===== src/rtl/mem_arb_pkg.sv =====
// rtl/mem_arb_pkg.sv - shared state, op encoding and default widths for mem_arbiter
package mem_arb_pkg;

    localparam int ADDR_W_DEF = 28;
    localparam int DATA_W_DEF = 128;

    typedef enum logic [1:0] {
        IDLE = 2'd0,
        BUSY = 2'd1,
        DONE = 2'd2
    } arb_state_t;

    typedef enum logic {
        OP_READ  = 1'b0,
        OP_WRITE = 1'b1
    } mem_op_t;

endpackage


===== src/rtl/mem_arbiter.sv =====
// rtl/mem_arbiter.sv - round-robin arbiter sharing one line-wide memory port between I- and D-cache
module mem_arbiter
    import mem_arb_pkg::*;
#(
    parameter int ADDR_W = ADDR_W_DEF,
    parameter int DATA_W = DATA_W_DEF
) (
    input  logic              clk,
    input  logic              rst,

    input  logic              i_read,
    input  logic              i_write,
    input  logic [ADDR_W-1:0] i_addr,
    input  logic [DATA_W-1:0] i_wdata,
    output logic              i_ready,
    output logic [DATA_W-1:0] i_rdata,

    input  logic              d_read,
    input  logic              d_write,
    input  logic [ADDR_W-1:0] d_addr,
    input  logic [DATA_W-1:0] d_wdata,
    output logic              d_ready,
    output logic [DATA_W-1:0] d_rdata,

    output logic              mem_read,
    output logic              mem_write,
    output logic [ADDR_W-1:0] mem_addr,
    output logic [DATA_W-1:0] mem_wdata,
    input  logic              mem_ready,
    input  logic [DATA_W-1:0] mem_rdata,

    output logic              busy,
    output logic              owner_d
);

    arb_state_t        r_state;
    logic              r_mem_read;
    logic              r_mem_write;
    logic [ADDR_W-1:0] r_mem_addr;
    logic [DATA_W-1:0] r_mem_wdata;
    logic [DATA_W-1:0] r_rdata_q;
    logic              r_i_ready;
    logic              r_d_ready;
    logic              r_owner_d;

    logic              w_i_req;
    logic              w_d_req;
    logic              w_grant_d;
    mem_op_t           w_op;
    logic [ADDR_W-1:0] w_addr;
    logic [DATA_W-1:0] w_wdata;

    assign w_i_req = i_read | i_write;
    assign w_d_req = d_read | d_write;

    // On contention the port that did not own the previous transaction wins.
    assign w_grant_d = w_d_req & (~w_i_req | ~r_owner_d);

    // Write wins when a cache raises read and write together.
    assign w_op    = (w_grant_d ? d_write : i_write) ? OP_WRITE : OP_READ;
    assign w_addr  = w_grant_d ? d_addr  : i_addr;
    assign w_wdata = w_grant_d ? d_wdata : i_wdata;

    always_ff @(posedge clk) begin
        if (rst) begin
            r_state     <= IDLE;
            r_mem_read  <= 1'b0;
            r_mem_write <= 1'b0;
            r_mem_addr  <= '0;
            r_mem_wdata <= '0;
            r_rdata_q   <= '0;
            r_i_ready   <= 1'b0;
            r_d_ready   <= 1'b0;
            r_owner_d   <= 1'b1;
        end else begin
            case (r_state)
                IDLE: begin
                    if (w_i_req | w_d_req) begin
                        r_mem_read  <= (w_op == OP_READ);
                        r_mem_write <= (w_op == OP_WRITE);
                        r_mem_addr  <= w_addr;
                        r_mem_wdata <= w_wdata;
                        r_owner_d   <= w_grant_d;
                        r_state     <= BUSY;
                    end
                end
                BUSY: begin
                    // Requester inputs are deliberately not looked at here.
                    if (mem_ready) begin
                        r_rdata_q   <= mem_rdata;
                        r_mem_read  <= 1'b0;
                        r_mem_write <= 1'b0;
                        r_i_ready   <= ~r_owner_d;
                        r_d_ready   <= r_owner_d;
                        r_state     <= DONE;
                    end
                end
                DONE: begin
                    r_i_ready <= 1'b0;
                    r_d_ready <= 1'b0;
                    r_state   <= IDLE;
                end
                default: begin
                    r_state <= IDLE;
                end
            endcase
        end
    end

    assign mem_read  = r_mem_read;
    assign mem_write = r_mem_write;
    assign mem_addr  = r_mem_addr;
    assign mem_wdata = r_mem_wdata;
    assign i_ready   = r_i_ready;
    assign d_ready   = r_d_ready;
    assign i_rdata   = r_rdata_q;
    assign d_rdata   = r_rdata_q;
    assign owner_d   = r_owner_d;
    assign busy      = (r_state != IDLE);

endmodule

===== config.mk =====
export PLATFORM = sky130hd
export DESIGN_NAME = mem_arbiter
export DESIGN_NICKNAME = d
export VERILOG_FILES = /design/src/rtl/mem_arb_pkg.sv /design/src/rtl/mem_arbiter.sv
export SDC_FILE = /design/constraint.sdc
export NUM_CORES = 1
export LEC_CHECK = 0
export BUFFER_PORTS_ARGS = -buffer_cell sky130_fd_sc_hd__buf_2
export CAP_MARGIN = 20
export CELL_PAD_IN_SITES_DETAIL_PLACEMENT = 1
export CELL_PAD_IN_SITES_GLOBAL_PLACEMENT = 1
export CORE_AREA = 5 5 333 335
export CTS_CLUSTER_DIAMETER = 200
export DETAILED_ROUTE_END_ITERATION = 8
export DIE_AREA = 0 0 338 340
export PLACE_DENSITY_LB_ADDON = 0.1
export SLEW_MARGIN = 20
export SYNTH_ARGS = -nofsm -noshare
export SYNTH_HDL_FRONTEND = slang
export SYNTH_SLANG_ARGS = --single-unit

===== constraint.sdc =====
create_clock -name clk -period 2.1 [get_ports clk]
set_clock_uncertainty 0.2 [all_clocks]
set_input_delay 0.315 -clock clk [delete_from_list [all_inputs] [get_ports clk]]
set_output_delay 0.315 -clock clk [all_outputs]
set_load 0.05 [all_outputs]

-- Word-level counts from Yosys, hierarchy flattened
Cells that the tools add are included.
- input port bits: 447
- word-level logic and storage cells: 46
- output and inout bits: 418
- flip-flop bits (word level): 291
- multiplexer cells: 16
- bitwise operators: 8
- reduce and logical (&&, ||, !) cells: 9
- equality and inequality tests: 4
- operator list (kind ; number):
    128-bit two-way mux ; 1
    28-bit two-way mux ; 1
    1-bit case mux with 2 select lines ; 4
    2-bit AND reduction ; 4
    1-bit two-way mux ; 7
    2-bit nonzero test ; 3
    2-bit two-way mux ; 2
    2-bit != test, second input constant ; 2
    1-bit OR ; 4
    2-bit case mux with 2 select lines ; 1
    1-bit inverter ; 3
    3-bit AND reduction ; 1
    2-bit by 1-bit equality test with 1-bit output, second input constant ; 1
    2-bit equality test, second input constant ; 1
    2-bit logical NOT ; 1
    1-bit AND ; 1

-- Longest topological paths before layout
- depth after elaboration: 9
- gate-level depth with buffers: 7
- gate-level depth less buffers: 4

-- Worst setup path before layout
Ideal clock, no wire load.
- kind: reg-to-reg
- from: reg r_owner_d (netlist: owner_d)
- to: reg r_mem_wdata[27] (netlist: mem_wdata[27])
- path slack: 44 ps
- path buffers: 2
- arrival: 1767 ps
- clock period less this slack: 2056 ps
- cell stages (with the launch flop): 6
- library setup time: 89 ps
- required time: 1811 ps
- path through: dfxtp_1 -> o21a_1 -> clkbuf_1 -> clkbuf_1 -> o21ai_0 -> a311oi_2
- cells in the longest elaborated chain, start to end: 4
- RTL lines (item ; line ; text):
    start, declared ; mem_arbiter.sv:44 ; logic r_owner_d;
    start signal, assigned ; mem_arbiter.sv:83 ; r_owner_d <= w_grant_d;
    1-bit inverter ; mem_arbiter.sv:57 ; assign w_grant_d = w_d_req & (~w_i_req | ~r_owner_d);
    1-bit OR ; mem_arbiter.sv:57 ;
    1-bit AND ; mem_arbiter.sv:57 ;
    128-bit two-way mux ; mem_arbiter.sv:62 ; assign w_wdata = w_grant_d ? d_wdata : i_wdata;
    end signal, assigned ; mem_arbiter.sv:82 ; r_mem_wdata <= w_wdata;
    end, declared ; mem_arbiter.sv:40 ; logic [DATA_W-1:0] r_mem_wdata;
Every way passes these cells.
A chain may end at the register's enable or synchronous reset.

-- Final worst setup path
- from: reg r_state[0]
- to: out busy
- cells in the longest elaborated chain, start to end: 1
- RTL lines (item ; line ; text):
    start, declared ; mem_arbiter.sv:36 ; arb_state_t r_state;
    start signal, assigned ; mem_arbiter.sv:66 ; r_state <= IDLE;
    start signal, assigned ; mem_arbiter.sv:84 ; r_state <= BUSY;
    start signal, assigned ; mem_arbiter.sv:95 ; r_state <= DONE;
    2-bit nonzero test ; mem_arbiter.sv:119 ; assign busy = (r_state != IDLE);
    end, declared ; mem_arbiter.sv:32 ; output logic busy,
Every way passes these cells.

==> reports/summary.txt <==
Layout cells sized above 1: 40.4%
Fin. Hold Viols: 0
Area growth from synthesis to layout: 80.9%
Leading area contributor after synthesis: dfxtp_1
CP Data Required Time: 1.58 ns
Drc violations: 0
Post-Syn Area: 14100 sq um
# setup viols final: 0
GRT Overall Usage: 14.4%
Syn_area_per_cell: 8.58 sq um
Max_cap viols: 0
Setup TNS: 0 ns
CTS tree: built
Gate Count Post-Synth: 1646
Router iterations before antenna repair: 5
NumNets Final: 3231
Number of global-route vias before repair: 18700
Fin crit share: 94.0%
Port buffer count: 864
Slew Limit Fails: 0
Clock sink count: 291
CTS H-Tree Depth: 2
Outcome: complete, no violations
Starting Density: 13.1%
Ports: 865
Power Total: 0.0204 W
Post-synthesis net count: 2093
EDFF count, synth: 0
Static leakage: 10.9 nW
Share of the yosys chip area belonging to registers: 41.3%
Pwr Density: 799 nW/um^2
Site Rows: 121
Worst-path fanout max: 7
Max-slew headroom: 64.1%
WL final: 87.5 mm
Synth cell types: 28
Startpoint types: flop
RSZ-0062 raised after global routing: no
Final core occ: 23.7%
Max frequency: 0.506 GHz
FF-to-FF setup slack: 0.23 ns
CP arrival: 1.46 ns
Top FF cell, synth: dfxtp_1
Clock-pin transition on the worst setup and hold timing paths: 0.06 ns
Gpl congestion: 0.778
Clk_lat worst skew: 0.57 ns
Crit path kind: flop to output pin
Final min period: 1.97 ns
Count leader, synth: dfxtp_1
Most instantiated cells after synthesis: dfxtp_1, a21oi_1, nand2_1, clkbuf_1, o21ai_0
CTS buffer count: 41
Initial antenna violation count: 14
Core Footprint: 108000 sq um
Min-Delay Path Class: primary input to flop
DR vias: 17000
Worst setup EP type: output pin
Die Y: 340 um
Initial DRC count: 464
DRT antenna net count: 0
Yosys warns: 0
Final HPWL DP: 66.4 mm
Largest net degree at the start of global routing: 72
Cell at the root of the clock tree: clkbuf_16
VDD IR-drop max: 0.466 mV
Die area: 115000 sq um
Worst-margin pin slew: 0.538 ns
Routed len/inst: 20.6 um
GR Overflow Total: 0
Overall die width: 338 um
Yosys reg bits: 291
Asr flop ratio synth: 0%
Ranking of synthesized cells by area: dfxtp_1, a311oi_2, a21oi_1
Vias per cell: 4.01
CTS max path bufs: 3
Top-area cell type share of the netlist area: 41.3%
First-pass GRT wire length: 125 mm
registers in the layout (all words and copies together) (netlist names):
signal and cells:
d_rdata 128, mem_wdata 128, mem_addr 28, r_state 2, d_ready 1, i_ready 1, mem_read 1, mem_write 1
owner_d 1
area by class of cell:
cell class / instances / area [sq um]
fillers: 12800 / 82300
repair buffers: 1406 / 9990
multi-input cells: 1042 / 6570
flip-flops and latches: 291 / 5830
well taps: 1414 / 1770
clock buffers: 63 / 1270
clock inverters: 12 / 67.6
diodes: 14 / 35.0
inverters: 2 / 7.51
per-layer routing:
layer	GRT usage, %	wire (um)
met2	26.3	44100
met1	16.5	35400
met3	3.92	6130
met4	3.46	1840
met5	0	11
worst paths after layout:
path	end	cells after the start	startpoint
setup reg to reg	mem_wdata[115]$_SDFFE_PP0P_	7	owner_d$_SDFFE_PP1P_
setup / recovery	busy	3	r_state[0]$_SDFFE_PP0P_
hold / removal	mem_write$_SDFFE_PP0P_	4	i_write
hold reg to reg	d_rdata[6]$_SDFFE_PP0P_	2	d_rdata[6]$_SDFFE_PP0P_
power breakdown:
part / switching, W / leakage [nW] / internal, W
clock network: 0.00288 / 0.674 / 0.00416
logic: 0.00461 / 7.84 / 0.00230
registers: 0.000398 / 2.40 / 0.00606
critical path, stage by stage (launching register included):
cell and delay (ns):
dfxtp_1 0.47, nor2_4 0.09, inv_1 0.08, buf_4 0.24
per-stage QoR:
step / hold WS [ns] / setup slack (ns) / instance area (sq um) / std cells
3_3_place_gp: 0.254 / -0.0797 / 19700 / 3712
2_1_floorplan: 0.251 / 0.0443 / 14100 / 1646
5_1_grt: 0.0713 / 0.00899 / 25500 / 4241
4_1_cts: 0.00888 / 0.0404 / 25500 / 4230
6_report: 0.0639 / 0.126 / 25500 / 4244
3_5_place_dp: 0.265 / -0.107 / 19700 / 3712
logic make-up (layout without fill, tap and decap cells):
group,after synthesis,in the layout,share of synthesized area [%]
AOI/OAI and AO/OA,610,610,30.3
and+or+nand+nor,432,432,15.9
buffers and inverters,313,1483,12.5
DFF,291,291,41.3
other,0,14,0
timing repair:
action | in CTS | in global routing
hold buffers | 442 | 0
endpoints found under the hold margin | 288 | 0
buffers inserted | 1 | 0
endpoints found under the setup margin | 2 | 0
resized for setup | 2 | 0
cells in the final DEF, fill, tap and decap left out:
master,count
clkinv_2,10
buf_12,38
and3b_4,1
and2_1,1
inv_1,2
dlygate4sd3_1,442
o21a_4,1
nor3b_1,1
o22ai_1,2
buf_4,64
inv_6,2
clkbuf_8,12
a21oi_1,288
o21ai_0,158
a21boi_0,1
a311oi_1,56
nand3_1,3
nor2_1,2
and2_4,1
and3b_1,1
clkbuf_1,8
a211o_1,1
or3b_2,1
or4_4,1
dfxtp_1,291
buf_2,861
and2_0,1
a2bb2oi_1,1
buf_8,1
o2bb2ai_1,1
a311oi_2,100
nand3b_1,157
o21ai_4,1
nand2_1,259
nor2_4,2
clkbuf_16,43
diode_2,14
nor3_1,1
No activity file was read; power rests on OpenSTA's default activity.
